File: src/rtl/quad_cmd_pkg.sv
// quad_cmd_pkg: shared types for the quad-side host command link.
//  cmd_t       - command byte encoding seen on the cmd output
//  asm_state_t - frame assembler states
//  rx_state_t  - byte receiver states
//  tx_state_t  - response transmitter states
//  POS_ACK     - positive acknowledge response byte
package quad_cmd_pkg;

  typedef enum logic [7:0] {
    SET_PITCH  = 8'h02,
    SET_ROLL   = 8'h03,
    SET_YAW    = 8'h04,
    SET_THRST  = 8'h05,
    CALIBRATE  = 8'h06,
    E_LAND     = 8'h07,
    MOTORS_OFF = 8'h08
  } cmd_t;

  typedef enum logic [1:0] {WAIT_CMD, WAIT_HI, WAIT_LO} asm_state_t;

  typedef enum logic [1:0] {RX_IDLE, RX_START, RX_DATA, RX_STOP} rx_state_t;

  typedef enum logic {TX_IDLE, TX_SEND} tx_state_t;

  localparam logic [7:0] POS_ACK = 8'hA5;

endpackage

File: src/rtl/uart_tx.sv
// uart_tx: 8N1 serialiser for the 1-byte host response.
//  clk, rst  - clock, asynchronous active-high reset
//  trmt      - strobe: start sending tx_data (ignored while busy)
//  tx_data   - byte to send, captured on the accepted trmt cycle
//  TX        - serial line, idle high
//  tx_done   - level: last byte fully sent, held until next accepted trmt
//  busy      - high from the accept cycle until the stop bit ends
module uart_tx
  import quad_cmd_pkg::*;
#(
  parameter int unsigned BAUD_DIV = 2604
) (
  input  logic       clk,
  input  logic       rst,
  input  logic       trmt,
  input  logic [7:0] tx_data,
  output logic       TX,
  output logic       tx_done,
  output logic       busy
);

  localparam int unsigned CW = $clog2(BAUD_DIV);

  tx_state_t     state;
  logic [CW-1:0] baud_cnt;
  logic [3:0]    bit_cnt;
  logic [8:0]    shreg;

  // TX is registered: the start bit is already on the line the cycle
  // after the accept edge, so shreg only holds the data bits and stop bit.
  always_ff @(posedge clk or posedge rst) begin
    if (rst) begin
      state    <= TX_IDLE;
      TX       <= 1'b1;
      tx_done  <= 1'b0;
      busy     <= 1'b0;
      baud_cnt <= '0;
      bit_cnt  <= '0;
      shreg    <= '1;
    end else begin
      case (state)
        TX_IDLE: begin
          if (trmt) begin
            shreg    <= {1'b1, tx_data};
            TX       <= 1'b0;
            busy     <= 1'b1;
            tx_done  <= 1'b0;
            baud_cnt <= '0;
            bit_cnt  <= '0;
            state    <= TX_SEND;
          end
        end
        TX_SEND: begin
          if (baud_cnt == CW'(BAUD_DIV - 1)) begin
            baud_cnt <= '0;
            if (bit_cnt == 4'd9) begin
              state   <= TX_IDLE;
              busy    <= 1'b0;
              tx_done <= 1'b1;
              TX      <= 1'b1;
            end else begin
              TX      <= shreg[0];
              shreg   <= {1'b1, shreg[8:1]};
              bit_cnt <= bit_cnt + 4'd1;
            end
          end else begin
            baud_cnt <= baud_cnt + CW'(1);
          end
        end
        default: state <= TX_IDLE;
      endcase
    end
  end

endmodule

File: src/rtl/uart_cmd_wrapper.sv
// uart_cmd_wrapper: quad-side end of the host command link.
// Receives 3-byte frames {cmd, data[15:8], data[7:0]} on RX and presents
// them as cmd/data with cmd_rdy; sends a 1-byte response on TX.
//  clk, rst     - clock, asynchronous active-high reset
//  RX / TX      - serial in / out, idle high
//  clr_cmd_rdy  - strobe: knock down cmd_rdy
//  cmd_rdy      - level: complete frame held in cmd/data
//  cmd, data    - command byte and 16-bit payload
//  send_resp    - strobe: send resp (ignored while tx_busy)
//  resp         - response byte
//  resp_sent    - level: last response fully sent
//  tx_busy      - transmitter busy
// Build option: define CMD_TIMEOUT_EN to drop a partial frame after
// TIMEOUT_CYC idle cycles between its bytes.
module uart_cmd_wrapper
  import quad_cmd_pkg::*;
#(
  parameter int unsigned BAUD_DIV    = 2604,
  parameter int unsigned TIMEOUT_CYC = 2500000
) (
  input  logic        clk,
  input  logic        rst,
  input  logic        RX,
  output logic        TX,
  input  logic        clr_cmd_rdy,
  output logic        cmd_rdy,
  output logic [7:0]  cmd,
  output logic [15:0] data,
  input  logic        send_resp,
  input  logic [7:0]  resp,
  output logic        resp_sent,
  output logic        tx_busy
);

  localparam int unsigned CW = $clog2(BAUD_DIV);

  if (BAUD_DIV < 8) begin : g_bad_baud
    $error("BAUD_DIV must be >= 8");
  end
  if (TIMEOUT_CYC < 2) begin : g_bad_timeout
    $error("TIMEOUT_CYC must be >= 2");
  end

  // ---------------- receiver ----------------
  logic          rx_meta, rx_s;
  rx_state_t     rx_state;
  logic [CW-1:0] rx_cnt;
  logic [2:0]    rx_bit;
  logic [7:0]    rx_shift;
  logic          tick, byte_good, byte_bad;

  assign tick      = (rx_cnt == CW'(BAUD_DIV - 1));
  assign byte_good = (rx_state == RX_STOP) && tick && rx_s;
  assign byte_bad  = (rx_state == RX_STOP) && tick && !rx_s;

  always_ff @(posedge clk or posedge rst) begin
    if (rst) begin
      rx_meta  <= 1'b1;
      rx_s     <= 1'b1;
      rx_state <= RX_IDLE;
      rx_cnt   <= '0;
      rx_bit   <= '0;
      rx_shift <= '0;
    end else begin
      rx_meta <= RX;
      rx_s    <= rx_meta;
      case (rx_state)
        RX_IDLE: begin
          rx_cnt <= '0;
          if (!rx_s) rx_state <= RX_START;
        end
        RX_START: begin
          if (rx_cnt == CW'(BAUD_DIV / 2 - 1)) begin
            rx_cnt   <= '0;
            rx_bit   <= '0;
            rx_state <= rx_s ? RX_IDLE : RX_DATA;
          end else begin
            rx_cnt <= rx_cnt + CW'(1);
          end
        end
        RX_DATA: begin
          if (tick) begin
            rx_cnt   <= '0;
            rx_shift <= {rx_s, rx_shift[7:1]};
            rx_bit   <= rx_bit + 3'd1;
            if (rx_bit == 3'd7) rx_state <= RX_STOP;
          end else begin
            rx_cnt <= rx_cnt + CW'(1);
          end
        end
        RX_STOP: begin
          if (tick) begin
            rx_cnt   <= '0;
            rx_state <= RX_IDLE;
          end else begin
            rx_cnt <= rx_cnt + CW'(1);
          end
        end
        default: rx_state <= RX_IDLE;
      endcase
    end
  end

  // ---------------- assembler ----------------
  asm_state_t asm_state;
  logic [7:0] cmd_sh, hi_sh, lo_sh;
  logic       frame_done;
  logic       timeout;

`ifdef CMD_TIMEOUT_EN
  localparam int unsigned TW = $clog2(TIMEOUT_CYC);
  logic [TW-1:0] to_cnt;

  assign timeout = (asm_state != WAIT_CMD) && (to_cnt == TW'(TIMEOUT_CYC - 1));

  always_ff @(posedge clk or posedge rst) begin
    if (rst)
      to_cnt <= '0;
    else if (asm_state == WAIT_CMD || byte_good || timeout)
      to_cnt <= '0;
    else
      to_cnt <= to_cnt + TW'(1);
  end
`else
  assign timeout = 1'b0;
`endif

  // The third byte only fills a shadow; cmd/data/cmd_rdy are loaded
  // together on the following cycle so they never change while cmd_rdy=1.
  always_ff @(posedge clk or posedge rst) begin
    if (rst) begin
      asm_state  <= WAIT_CMD;
      cmd_sh     <= '0;
      hi_sh      <= '0;
      lo_sh      <= '0;
      frame_done <= 1'b0;
      cmd        <= '0;
      data       <= '0;
      cmd_rdy    <= 1'b0;
    end else begin
      frame_done <= 1'b0;
      if (frame_done) begin
        cmd  <= cmd_sh;
        data <= {hi_sh, lo_sh};
      end
      if (frame_done)
        cmd_rdy <= 1'b1;
      else if (clr_cmd_rdy || (byte_good && asm_state == WAIT_CMD))
        cmd_rdy <= 1'b0;

      if (byte_bad) begin
        asm_state <= WAIT_CMD;
      end else if (byte_good) begin
        case (asm_state)
          WAIT_CMD: begin
            cmd_sh    <= rx_shift;
            asm_state <= WAIT_HI;
          end
          WAIT_HI: begin
            hi_sh     <= rx_shift;
            asm_state <= WAIT_LO;
          end
          WAIT_LO: begin
            lo_sh      <= rx_shift;
            frame_done <= 1'b1;
            asm_state  <= WAIT_CMD;
          end
          default: asm_state <= WAIT_CMD;
        endcase
      end else if (timeout) begin
        asm_state <= WAIT_CMD;
      end
    end
  end

  // ---------------- transmitter ----------------
  uart_tx #(.BAUD_DIV(BAUD_DIV)) u_tx (
    .clk     (clk),
    .rst     (rst),
    .trmt    (send_resp),
    .tx_data (resp),
    .TX      (TX),
    .tx_done (resp_sent),
    .busy    (tx_busy)
  );

endmodule
File: config.mk
export PLATFORM = sky130hd
export DESIGN_NAME = uart_cmd_wrapper
export DESIGN_NICKNAME = d
export VERILOG_FILES = /design/src/rtl/quad_cmd_pkg.sv /design/src/rtl/uart_tx.sv /design/src/rtl/uart_cmd_wrapper.sv
export SDC_FILE = /design/constraint.sdc
export NUM_CORES = 1
export LEC_CHECK = 0
export BUFFER_PORTS_ARGS = -buffer_cell sky130_fd_sc_hd__buf_2
export CAP_MARGIN = 25
export CORE_ASPECT_RATIO = 0.9
export CORE_MARGIN = 2
export CORE_UTILIZATION = 40
export DETAILED_ROUTE_END_ITERATION = 8
export GPL_TIMING_DRIVEN = 0
export MAX_ROUTING_LAYER = met4
export PLACE_DENSITY = 0.65
export SETUP_SLACK_MARGIN = 0.1
export SLEW_MARGIN = 20
export SYNTH_ARGS = -nofsm -noshare
export SYNTH_HDL_FRONTEND = slang
export SYNTH_SLANG_ARGS = --single-unit
File: constraint.sdc
create_clock -name clk -period 4 [get_ports clk]
set_input_delay 0.6 -clock clk [delete_from_list [all_inputs] [get_ports clk]]
set_output_delay 0.6 -clock clk [all_outputs]
set_load 0.02 [all_outputs]
# Word-level counts from Yosys, hierarchy flattened
# Cells that the tools add are included.
# totals
output_inout_bits,28
regBits,108
# op_classes
add_sub_neg,4
mux,47
n_eq_ne,19
n_reduce_logical,21
bitwise_logic,2
# ops
op,n
12-bit 2-to-1 mux,4
12-bit one-hot mux with 3 select lines,1
9-bit 2-to-1 mux,3
"12-bit by 1-bit adder with 12-bit output, second input constant",2
"12-bit equality test, second input constant",2
12-bit one-hot mux with 2 select lines,1
"2-bit inequality test, second input constant",9
9-bit one-hot mux with 2 select lines,1
3-bit AND reduction,6
1-bit 2-to-1 mux,16
2-bit 2-to-1 mux,8
"12-bit by 11-bit equality test with 1-bit output, second input constant",1
4-bit 2-to-1 mux,3
1-bit one-hot mux with 2 select lines,4
2-bit one-hot mux with 4 select lines,1
4-bit one-hot mux with 2 select lines,1
"2-bit equality test, second input constant",3
3-bit 2-to-1 mux,2
3-bit one-hot mux with 2 select lines,1
2-bit nonzero test,3
5-bit AND reduction,1
"4-bit by 1-bit adder with 4-bit output, second input constant",1
"2-bit by 1-bit equality test with 1-bit output, second input constant",2
"4-bit equality test, second input constant",1
10 further kinds,16

# Longest topological paths before layout
# Gate-level depths: netlist (run 1).
# logic_depth
depth_word,7
mapped_depth,7

# Cells and area by module
# A second synthesis (run 1) with hierarchy kept.
# unflattened
cells_unflattened,387
area_unflattened_um2,4784.6
# by_module_without_submodules
mod,area_each_um2,instances,cells_per_inst
uart_cmd_wrapper,3279.4,1,239
uart_tx,1505.2,1,148

# Worst setup path after synthesis (run 1)
# OpenSTA, ideal clock, no wires.
# synth_path
path_type,register to register
from,register u_tx.baud_cnt[0]
to,register u_tx.baud_cnt[8]
setup_time_ns,0.125
path_slack_ns,1.997
path_stages_with_launch,6
period_less_slack_ns,2.003
required_time_ns,3.875
n_path_buf,0
arrival_ns,1.878
path_cell_list,dfrtp_1 > ha_1 > or4bb_1 > o31ai_2 > o22ai_1 > mux2_2
# synth_between
elab_chain_cells,3
word_cells_on_any_way,4
classes_between,add/sub (1); eq/ne (1); mux (2)
# synth_lines
element,line,rtl
"start, declared",uart_tx.sv:25,logic [CW-1:0] baud_cnt;
"start signal, assigned",uart_tx.sv:67,baud_cnt <= baud_cnt + CW'(1);
12-bit by 1-bit adder with 12-bit output or 12-bit equality test (tied branches),"uart_tx.sv:67, uart_tx.sv:54",
12-bit 2-to-1 mux (*),uart_tx.sv:54,if (baud_cnt == CW'(BAUD_DIV - 1)) begin
12-bit one-hot mux with 2 select lines (*),uart_tx.sv:41,case (state)
# Mark *: on every way between the ends. The rest lies on a longest branch, timed or not.
# A chain may end at the register's enable or synchronous reset.

# Worst setup path in the final report (run 1)
# layout_path
from,register u_tx.baud_cnt[0]
to,register u_tx.shreg[6]
# layout_between
elab_chain_cells,3
# layout_lines
element,line,rtl
12-bit equality test,uart_tx.sv:54,
2-bit inequality test (no line),n/a,
3-bit AND reduction (no line),n/a,
"end signal, assigned",uart_tx.sv:44,"shreg <= {1'b1, tx_data};"
"end signal, assigned",uart_tx.sv:63,"shreg <= {1'b1, shreg[8:1]};"
"end, declared",uart_tx.sv:27,logic [8:0] shreg;
# No other way between the ends.

==> reports/summary.md, run 1 <==
Total I/O pin count: 41. The maximum number of pins on one net before global-route repair was 64. For the initial core utilization, the log shows 0.413. Routability-driven placement finished with a final weighted congestion of 0.818. STA classifies the critical path startpoint as a flop.

The clock passes through at most 2 buffers. At the pin with the least slew margin, the transition time is 0.773 ns. CTS built an H-tree with a depth of 3. By area the synthesized netlist is led by sky130_fd_sc_hd__dfrtp_1 (51%), sky130_fd_sc_hd__mux2_2 (12%), sky130_fd_sc_hd__dfstp_2 (6.1%), sky130_fd_sc_hd__mux2_4 (2.5%), sky130_fd_sc_hd__nor2_1 (2.2%). The worst slew slack as a fraction of its limit was 0.483; the post-CTS setup buffer count was 0. The worst setup path is of the reg2reg kind. The x dimension of the die works out to 119 µm. The delay of the slowest cell on the worst path is 0.56 ns. The die is 107 µm tall.

In this run, post-CTS hold repair placed 0 buffers. The most critical setup path has its startpoint at u_tx.baud_cnt[0]$_DFFE_PP0P_. Buffers placed on the I/O ports in this run total 39. The utilization after layout was 0.476; the clock period minus final worst setup slack was 2.33 ns. The via count of the first global-routing pass is 3,125, and the number of enable flip-flop cells after synthesis is 0.

The run gives 584 as the number of placed instances, taps included. The proportion of layout cells with a drive suffix above 1 was 0.315; the number of vias in the routed layout was 3,102. Data arrives at the worst endpoint at 2.62 ns. Synthesis produced a netlist whose cell count is 388.

Of all nets on the critical path, the largest fanout is 7. The worst register-to-register path ends at u_tx.shreg[6]$_DFFE_PP1P_. Dividing total power by cell area gives a power density of 368 mW/mm². The run gives 0 as the final antenna diode count. For the number of detailed-route iterations in the first pass, the log shows 4. The buffer type at the clock tree root is sky130_fd_sc_hd__clkbuf_16. Excluding fillers, the count of instances in the completed layout stands at 600. The run gives 0 as the total count of hold-check failures in the final report. Broken down by cell family, the worst path's largest delay share belongs to simple AND/OR/NAND/NOR gates.

The top cell types in the final layout, fill and taps aside, are sky130_fd_sc_hd__dfrtp_1 (96), sky130_fd_sc_hd__mux2_2 (49), sky130_fd_sc_hd__buf_2 (39). The tools report the startpoint of the worst register-to-register path as u_tx.baud_cnt[0]$_DFFE_PP0P_. The logs give 6070 µm for the sum of net half-perimeters after detailed placement and 0 for the detailed-route DRC error count. The worst-case IR drop observed on VDD is 0.290 mV.

The portion of the post-synthesis area used by sequential elements came out at 0.567. The share of the synthesized area in the top cell type works out to 0.506. The first global-routing pass estimated 15,500 µm of wire.

The tools report the total of max-cap violations as 0. The tightest min-delay check is of the in2async type. Walking the worst path, the cells encountered are ha_1 > nor4bb_1 > nand4_1 > o21ai_1 > o221a_2. The via density per instance works out to 5.17.

The logs give 0.0128 mm² for the die outline area and 0 for the number of antenna violations at the first check in global routing. STA classifies the critical path endpoint as a flop. The critical path contains buffers and inverters numbering 0 combined.

The detail route stage leaves a number of antenna-violating nets equal to 0. Leaving out fill and tap cells, the most frequent cell in the layout is sky130_fd_sc_hd__dfrtp_1. The portion of the clock cycle consumed by the worst path in the final layout was 0.581. Setup repair after global routing left no endpoint under its margin. In the synthesized netlist the dominant register cell turns out to be sky130_fd_sc_hd__dfrtp_1.

After floorplanning, the core was divided into 37 placement rows. Post-CTS repair changed the size of 0 cells. The net count of the mapped netlist is 408, and the placeable core area is 0.0115 mm². Detailed-route wire length per cell: 14.7 µm. Wires add up to 8830 µm.

The finished cells cover 0.00547 mm². The run gives 0 as the total of endpoints with negative setup slack in the final report. For the total standard cell area after synthesis, the log shows 0.00475 mm². For the clock insertion delay at the later pin of the skew report, the log shows 0.36 ns.

The number of cells on the worst reg-to-reg path is 5. The post-synthesis async set-or-reset flop share is 1.00, and the final-layout setup total negative slack is 0 ns. After synthesis the netlist holds a flip-flop and latch count of 107. The count of warnings emitted by yosys was 0; the setup skew after layout was 0.0136 ns.

Counting the buffers created by CTS gives 9. The flow ran to the end, and the final reports show no timing, DRC or antenna violations. TritonCTS built the clock tree.

In the final design database the tool counted 459 nets. Dividing the synthesized area by the synthesized cell count gives 12.2 µm². Counting every sink on the clock net gives 107. STA puts the critical path data required time at 4.30 ns. After clock tree synthesis, the clock-pin slew on the worst setup and hold paths is 0.07 ns. The synthesized design spends more area on one cell type than any other, namely sky130_fd_sc_hd__dfrtp_1. The count of final max-slew check failures is 0, and the standard cell area after detailed placement is 0.00516 mm².

Among all stages on the critical path, the largest delay is contributed by sky130_fd_sc_hd__nor4bb_1. In this run, the number of DRC markers left after iteration 0 of detailed routing was 124. The highest clock rate was 430 MHz; the area growth from synthesis to layout was 15.2%.

In this run the register-to-register setup slack is 1.67 ns. For this run the aggregate overflow at the end of global routing stands at 0. The tools report the number of unique standard cell types used by synthesis as 49.

The analysis attributes to cell leakage a power of 2.54 nW. The filler cells instantiated in the layout total 1,086. The total global-route track usage came out at 0.158.
where the power goes:
part | leakage [nW] | switching [mW] | internal, mW
Combinational | 1.00 | 0.0245 | 0.00659
Sequential | 1.39 | 0.000751 | 1.08
Clock | 0.150 | 0.440 | 0.460
state kept, by name (all words and copies together), names as in the netlist, 2 cells and up, named ones only:
register       count
data              16
rx_bit             3
asm_state          2
rx_cnt            12
cmd_sh             8
hi_sh              8
u_tx.baud_cnt     12
u_tx.shreg         8
u_tx.bit_cnt       4
rx_shift           8
lo_sh              8
cmd                8
through the flow:
step	setup WS (ns)	total power, mW	hold slack (ns)
2_1_floorplan	0.601	1.12	0.345
4_1_cts	1.67	2.03	0.331
6_report	1.67	2.01	0.310
3_3_place_gp	-0.555	1.13	0.347
3_5_place_dp	1.68	1.14	0.348
5_1_grt	1.44	2.09	0.322
cells by family after synthesis:
| family | synth area share |
|---|---|
| AO/OA/AOI/OAI | 0.0746 |
| multiplexers | 0.150 |
| adder cells (fa/ha/maj) | 0.0184 |
| XOR/XNOR | 0.0258 |
| buffers and inverters | 0.0256 |
| AND/OR/NAND/NOR | 0.139 |
| flip-flops | 0.567 |
final cells by class:
type | instances | area, µm² | share of cell area
clock buffers | 10 | 239 | 0.0437
well taps | 156 | 195 | 0.0357
repair buffers | 40 | 215 | 0.0394
flip-flops and latches | 107 | 2690 | 0.492
plain buffers | 13 | 53.8 | 0.00984
inverters | 18 | 72.6 | 0.0133
clock inverters | 6 | 65.1 | 0.0119
multi-input cells | 250 | 1930 | 0.354
layer usage:
metal	track usage	up-vias	wire length [µm]
li1	-	1501	-
met3	0.0471	13	345
met2	0.239	47	4150
met4	0.0510	0	101
met5	-	-	0
met1	0.205	1541	4240
worst max path at each step:
stage / to / slack, ns / depth (start not counted)
6_report: u_tx.shreg[6]$_DFFE_PP1P_ / 1.67 / 5
4_1_cts: u_tx.shreg[0]$_DFFE_PP1P_ / 1.67 / 5
2_1_floorplan: asynchronous set/reset pin / 0.60 / 1
3_3_place_gp: data[8]$_DFFE_PP0P_ / -0.56 / 2
3_5_place_dp: u_tx.shreg[2]$_DFFE_PP1P_ / 1.68 / 5
5_1_grt: u_tx.shreg[6]$_DFFE_PP1P_ / 1.44 / 5
cell usage after synthesis (all sizes together) (2+ instances only):
master / number
o221a: 8
buf: 2
clkbuf: 11
a22o: 4
nor3: 8
mux2i: 4
or3: 8
nor3b: 2
a21oi: 3
o22ai: 8
dfstp: 11
or4: 3
nand3: 16
a31oi: 3
xnor2: 10
xor2: 4
nand4: 9
mux2: 57
inv: 18
nor2: 28
nand2: 26
ha: 7
nor4: 3
or4bb: 2
o31ai: 3
nand2b: 3
dfrtp: 96
nor4bb: 4
o21ai: 14
Power figures use the tool's default switching activity.
==> inputs of run 2 (changes only) <==
--- a/config.mk
+++ b/config.mk
@@ -13,7 +13,7 @@
 export DETAILED_ROUTE_END_ITERATION = 8
 export GPL_TIMING_DRIVEN = 0
 export MAX_ROUTING_LAYER = met4
-export PLACE_DENSITY = 0.65
+export PLACE_DENSITY = 0.67
 export SETUP_SLACK_MARGIN = 0.1
 export SLEW_MARGIN = 20
 export SYNTH_ARGS = -nofsm -noshare
==> constraint.sdc (replaced) <==
create_clock -name clk -period 1.9 [get_ports clk]
set_input_delay 0.285 -clock clk [delete_from_list [all_inputs] [get_ports clk]]
set_output_delay 0.285 -clock clk [all_outputs]
set_load 0.02 [all_outputs]
==> run 2 against run 1 <==
Compared with the run above:
- core utilization grew 5.6 points
- register-to-register slack got worse by 1.8 ns
- final cell count up 7.2%
- maximum frequency rose by 15%
- first-iteration DRC count up 36%
- power increased by 110%
- setup slack worse by 1.8 ns
- hold slack worse by 0.26 ns
- the flow now finishes with violations (negative setup slack)
- sequential cell count did not move
- largest power group unchanged
- highest routed layer unchanged
- sequential power grew 110%
==> reports/summary.md, run 2 (synthesis gave the netlist of run 1 again) <==
The clock passes through at most 2 buffers. After the last flow step, the layout net total stands at 502. Summing all multi-input logic gate instances after layout gives 0.00211 mm². Across all hold checks on the routed design, the worst slack comes to 0.0469 ns. For the count of final max-slew check failures, the log shows 0. The startpoint of the worst register-to-register path was rx_cnt[2]$_DFF_PP0_. The number of cells on the worst reg-to-reg path is 6. Routability-driven placement finished with a final weighted congestion of 0.840.

Entering global routing, the biggest net connects 32 pins. In this design, the largest share of critical-path delay is due to simple AND/OR/NAND/NOR gates. From synthesis to final layout, the design area changed by 28.7%. In this run the worst path has a maximum fanout of 5. In the final layout, the registers with the most flip-flops are data x16, rx_cnt x12, u_tx.baud_cnt x12.

Summing all placed instances gives a cell area of 0.00525 mm². The tools report the number of placement rows as 37. The clock period minus final worst setup slack is 2.02 ns.

The worst setup path is launched from a flop. In this design, the stage delay of the slowest critical-path cell is 0.50 ns. The type of destination of the critical path is a flop.

Prior to clock tree synthesis, the placed netlist has a worst setup slack of -0.398 ns. The worst slew slack as a fraction of its limit was 0.525; the total global-route track usage was 0.169. The total area inside the core boundary comes to 0.0115 mm². Wires add up to 9930 µm.

The clock-pin slew of the registers on the worst-case setup and hold paths is 0.08 ns, and the number of flip-flops in the largest register is 16. The tools report the relative contribution of the clock network to total power as 0.445. The top register by number of flip-flops was data. The proportion of layout cells with a drive suffix above 1 is 0.446.

The top cell types in the final layout, fill and taps aside, are sky130_fd_sc_hd__dfrtp_1 (86), sky130_fd_sc_hd__mux2_2 (44), sky130_fd_sc_hd__buf_2 (39). The run gives 0 as the count of hold-fix buffers inserted at cts. The final reports fail on negative setup slack.

For this design the top-level I/O count stands at 41. For the final instance area, the log shows 0.00611 mm². TritonCTS built the clock tree. For the register area, the log shows 0.00270 mm². The register-to-register path setup slack is -0.12 ns, and the final antenna diode count is 0. For the number of antenna violations at the first check in global routing, the log shows 0. The number of nets with antenna violations after detailed routing is 0.

The slowest cell on the critical path was sky130_fd_sc_hd__or4_4. The total of endpoints with negative setup slack in the final report was 25. Across all layers, the routed design uses 3,407 vias. Summed over all nets, the switching power comes to 0.995 mW.

The number of detailed-route iterations in the first pass was 4; the via count of the first global-routing pass was 3,450. The H-tree depth was 3. The cell count along the critical path is 6. Buffers inserted during clock tree synthesis total 9.

The die extent in y was 107 µm; the register share of total power was 0.537. The run gives 3.26 mW as the cell-internal power. Detailed-route DRC error count: 0.

Walking the worst path, the cells encountered are clkbuf_8 > and4bb_2 > nand3_2 > or4_4 > buf_8 > mux2_4. The tools report the clock insertion delay at the later pin of the skew report as 0.35 ns. The logs give 0 for the total count of hold-check failures in the final report and 0.0128 mm² for the die outline area. The first global-routing pass estimated 16,900 µm of wire. The tool flagged a number of max-cap violations equal to 0. Setup repair after global routing could not meet its margin everywhere. Global routing finished with a remaining overflow of 0.

The run gives 6180 µm as the sum of net half-perimeters after detailed placement. The class of the most critical setup path is reg2reg. For the leakage power figure, the log shows 2.85 nW. The worst min-delay path class was in2async.

For the highest clock rate, the log shows 494 MHz. Leaving out fill and tap cells, the most frequent cell in the layout is sky130_fd_sc_hd__dfrtp_1. The buffer type at the clock tree root was sky130_fd_sc_hd__clkbuf_16. The run gives 0.018 as the fraction of power consumed by combinational cells. In this run the critical register-to-register path is captured at lo_sh[5]$_DFFE_PP0P_.

The run finished, with violations left. The post-route worst setup slack was -0.123 ns; the initial core utilization was 0.413. After detailed routing, the average wire length per cell comes to 15.4 µm. In this run the tool buffered the top-level ports with 39 buffer cells. Switching part of the total power: 0.234. The portion of the clock cycle consumed by the worst path in the final layout was 1.06. STA puts the critical path data arrival time at 2.26 ns. The count of filler cells inserted in the layout is 993, and the violation count after the first detailed-routing iteration is 169. Across the VDD grid, the largest voltage drop is 0.432 mV.

For this design, the sink count on the clock tree is 107. The number of buffers and inverters on the critical path is 2. For the pin with the worst max-slew slack, the measured transition is 0.711 ns. Measured along the x axis, the die boundary spans 119 µm.

The setup skew after layout was 0.0111 ns; the via density per instance was 5.30. At the worst endpoint, the required time is 2.13 ns. In this run the power density over the cells is 696 mW/mm².
## run 2: changes by cell type in the layout (fill, tap and decap cells not counted), moves of 4 or more
cell,delta
sky130_fd_sc_hd__buf_4,+31
sky130_fd_sc_hd__dfrtp_1,-10
sky130_fd_sc_hd__dfrtp_2,+10
sky130_fd_sc_hd__buf_6,+6
sky130_fd_sc_hd__mux2_2,-5
sky130_fd_sc_hd__mux2_4,+5
sky130_fd_sc_hd__clkbuf_1,-4
sky130_fd_sc_hd__nor4bb_1,-4
## run 2: routing by layer
metal  track usage  share of wire  up-vias
li1              -              -     1590
met1         0.200           0.43     1712
met2         0.283           0.52       88
met3        0.0392          0.040       17
met4        0.0629          0.014        0
met5             -              0        -
## run 2: power by group through the flow
stage          Clock, mW  Combinational (mW)  Sequential, mW
2_1_floorplan          0              0.0377            2.33
3_3_place_gp           0              0.0616            2.33
3_5_place_dp           0              0.0805            2.33
4_1_cts             1.95              0.0807            2.28
5_1_grt             2.04              0.0889            2.28
6_report            1.89              0.0766            2.28
## run 2: final cells by class
class                      instances  area share
inverter                          18      0.0117
clock buffer                       9      0.0369
sequential                       107       0.442
multi-input combinational        250       0.345
timing repair buffer              83       0.103
buffer                            13      0.0152
clock inverter                     7      0.0137
tap                              156      0.0319
## run 2: how the worst max path moves through the flow
| stage | from | to |
|---|---|---|
| 6_report | rx_cnt[2]$_DFF_PP0_ | lo_sh[5]$_DFFE_PP0P_ |
| 5_1_grt | rx_cnt[2]$_DFF_PP0_ | lo_sh[5]$_DFFE_PP0P_ |
| 4_1_cts | rx_cnt[6]$_DFF_PP0_ | lo_sh[5]$_DFFE_PP0P_ |
| 3_5_place_dp | rx_cnt[0]$_DFF_PP0_ | hi_sh[3]$_DFFE_PP0P_ |
| 3_3_place_gp | rx_cnt[2]$_DFF_PP0_ | cmd_sh[3]$_DFFE_PP0P_ |
| 2_1_floorplan | rx_cnt[2]$_DFF_PP0_ | lo_sh[0]$_DFFE_PP0P_ |
## run 2: timing repair
item	in CTS	in global routing
endpoints found under the setup margin	67	64
pin swaps	15	18
gates cloned	2	0
setup buffers	31	8
resized for setup	40	19
## run 2: worst register-to-register path, delay by kind of cell (launching register included)
family	cells	cell delay (ns)
muxes	1	0.29
DFF	1	0.39
buffers and inverters	2	0.31
and+or+nand+nor	3	0.92
## run 2: stage by stage
step,setup TNS [ns],util,cells,total power [mW]
2_1_floorplan,-0.451,-,388,2.36
3_3_place_gp,-39.68,0.451,583,2.39
3_5_place_dp,-11.32,0.457,586,2.41
4_1_cts,-1.12,0.522,635,4.31
5_1_grt,-3.33,0.532,643,4.41
6_report,-1.13,0.532,643,4.25
==> inputs of run 3 (changes only) <==
--- a/config.mk
+++ b/config.mk
@@ -12,6 +12,7 @@
 export CORE_UTILIZATION = 40
 export DETAILED_ROUTE_END_ITERATION = 8
 export GPL_TIMING_DRIVEN = 0
+export HOLD_SLACK_MARGIN = 0.12
 export MAX_ROUTING_LAYER = met4
 export PLACE_DENSITY = 0.67
 export SETUP_SLACK_MARGIN = 0.1
@@ -19,3 +20,4 @@
 export SYNTH_ARGS = -nofsm -noshare
 export SYNTH_HDL_FRONTEND = slang
 export SYNTH_SLANG_ARGS = --single-unit
+export TNS_END_PERCENT = 50
==> run 3 against run 2 <==
Compared with the run above:
- maximum frequency up 2.3%
- clock-buffer cell count up 1
- the run still ends with negative setup slack left
- clock power up 3%
- core utilization down 1.1 points
- clock skew down 0.0024 ns
- critical endpoint is now lo_sh[1]$_DFFE_PP0P_
- power up 1.1%
==> reports/summary.md, run 3 (synthesis gave the netlist of run 1 again) <==
The run finished, with violations left. The final reports fail on negative setup slack. The largest registers in the layout are data x16, rx_cnt x12, u_tx.baud_cnt x12. The layer flagged by global routing as most heavily used is met2. Setup skew after layout: 0.00868 ns. The finished layout holds 632 standard cells, fillers aside.

From synthesis to final layout, the design area changed by 26.1%. For the clock sink total, the log shows 107. Fraction of power consumed by combinational cells: 0.018. Measured along the y axis, the die boundary spans 107 µm.

Counting I/O delays and the setup requirement, the final critical path takes 1.98 ns. The run gives 0.522 as the utilization after layout. The areal power density over the cells is 718 mW/mm². The number of placed instances, taps included was 586; the number of input and output port buffers inserted was 39. Entering global routing, the biggest net connects 34 pins.

The total of endpoints with negative setup slack in the final report is 17, and the number of nets with antenna violations after detailed routing is 0. The class of the most critical setup path was reg2reg. The count of filler cells inserted in the layout was 1,029; the detailed-route DRC error count was 0. Type of destination of the critical path: a flop.

The highest clock rate came out at 506 MHz. The analysis attributes to net switching a power of 0.937 mW. The x dimension of the die was 119 µm; the total of max-cap violations was 0.

The portion of the clock cycle consumed by the worst path in the final layout was 1.04. The relative contribution of the clock network to total power came out at 0.451. VDD sags by at most 0.442 mV. The first global-routing pass estimated 16,800 µm of wire. For this run the aggregate overflow at the end of global routing stands at 0. The post-route worst setup slack was -0.0767 ns. The met1 usage was 0.216; the power consumption was 4.30 mW. The register with the most flip-flops in the layout has 16 of them. The global-route met2 utilization is 0.272, and the weighted congestion reported at the end of routability-driven placement is 0.824. The proportion of layout cells with a drive suffix above 1 is 0.420. Worst min-delay path class: in2reg. For the clock insertion delay at the later pin of the skew report, the log shows 0.35 ns. Setup repair after global routing could not meet its margin everywhere.

The tools report the buffer type at the clock tree root as sky130_fd_sc_hd__clkbuf_16. TritonCTS built the clock tree. The logs give 9680 µm for the final wirelength and 41 for the total I/O pin count. The initial core utilization is 0.413.

The detailed-route wire length per cell was 15.3 µm; the buffer levels on the longest clock path was 2. The final-layout setup total negative slack is -0.769 ns, and the total global-route track usage is 0.169. The cell-internal power came out at 3.36 mW. The logs give 0 for the number of antenna violations at the first check in global routing and 0 for the count of final max-slew check failures. Leaving out fill and tap cells, the most frequent cell in the layout is sky130_fd_sc_hd__dfrtp_1. Across all layers, the routed design uses 3,302 vias. The number of antenna diodes in the final layout is 0. The register with the most flip-flops in the final layout is data. The via count of the first global-routing pass is 3,413, and the placeable core area is 0.0115 mm². After detailed routing, the number of vias per cell comes to 5.22.

The worst slew slack as a fraction of its limit came out at 0.629. For the pin with the worst max-slew slack, the measured transition is 0.553 ns. Number of placement rows: 37.

Sum of net half-perimeters after detailed placement: 6230 µm. Clock tree synthesis inserted a total of 9 buffers. The run gives 3 as the H-tree depth. The first detailed-routing pass took 4 iterations. The run gives 184 as the violation count after the first detailed-routing iteration.

For the register share of total power, the log shows 0.531. The required time at the worst-slack endpoint came out at 2.14 ns. For the total number of nets in the final design, the log shows 491. The logs give 2.79 nW for the leakage power figure and 0.0128 mm² for the die outline area. Along the worst path, the maximum fanout reaches 9. The worst setup path is launched from a flop. In the layout the commonest cells are sky130_fd_sc_hd__dfrtp_1 (90), sky130_fd_sc_hd__mux2_2 (40), sky130_fd_sc_hd__buf_2 (39).

Data arrival time at the worst-slack endpoint: 2.22 ns. The met3 capacity usage during global routing was 0.0424; the total count of hold-check failures in the final report was 0. The final hold slack came out at 0.165 ns. The switching part of the total power is 0.218. Clock-pin slew was measured on the worst setup and hold paths at 0.07 ns.
## run 3: power by group through the flow
stage	clock network (mW)	logic, mW	registers (mW)
floorplan	0	0.0377	2.33
global placement	0	0.0625	2.33
detailed placement	0	0.0782	2.33
CTS	1.99	0.0818	2.28
global route	2.09	0.0905	2.28
finish	1.94	0.0779	2.28
## run 3: critical path, stage by stage (launching register included)
cell,delay (ns)
sky130_fd_sc_hd__dfrtp_1,0.37
sky130_fd_sc_hd__clkbuf_8,0.13
sky130_fd_sc_hd__and4bb_2,0.34
sky130_fd_sc_hd__nand3_2,0.13
sky130_fd_sc_hd__or4_4,0.43
sky130_fd_sc_hd__buf_6,0.17
sky130_fd_sc_hd__mux2_4,0.29
## run 3: layout make-up
cell class                 instances  area (µm²)  area share
timing repair buffer              72         500      0.0836
sequential                       107        2700       0.451
inverter                          18        71.3      0.0119
tap                              156         195      0.0326
clock buffer                      10         229      0.0382
buffer                            13        88.8      0.0148
multi-input combinational        250        2120       0.354
clock inverter                     6        82.6      0.0138
## run 3: worst paths after layout
check                                             to  slack [ns]                start  cells after the start
setup reg to reg                lo_sh[1]$_DFFE_PP0P_       -0.08  rx_cnt[2]$_DFF_PP0_                      6
max in group asynchronous        rx_cnt[8]$_DFF_PP0_        0.70                  rst                      5
hold / removal             u_tx.shreg[7]$_DFFE_PP1P_        0.16              resp[7]                      3
setup / recovery                lo_sh[1]$_DFFE_PP0P_       -0.08  rx_cnt[2]$_DFF_PP0_                      6
hold reg to reg                       rx_s$_DFF_PP1_        0.36    rx_meta$_DFF_PP1_                      0
min in group asynchronous         cmd[6]$_DFFE_PP0P_        0.50                  rst                      3
## run 3: layer usage
metal | routed length [µm] | vias to the layer above
met3 | 428 | 9
met5 | 0 | -
met1 | 4460 | 1660
met2 | 4690 | 75
met4 | 99 | 0
li1 | - | 1558
## run 3: metrics by stage
step	area (µm²)	setup slack, ns
after floorplan	4750	-0.103
final	5990	-0.0767
after global routing	5990	-0.134
after detailed placement	5200	-0.416
after global placement	5140	-0.390
after CTS	5860	-0.0798
## run 3: timing repair
item | CTS | global route
pin swaps | 15 | 8
hold buffers | 2 | 0
hold endpoints to repair | 17 | 0
gates resized for setup | 44 | 19
setup endpoints to repair | 75 | 74
buffers inserted | 20 | 8
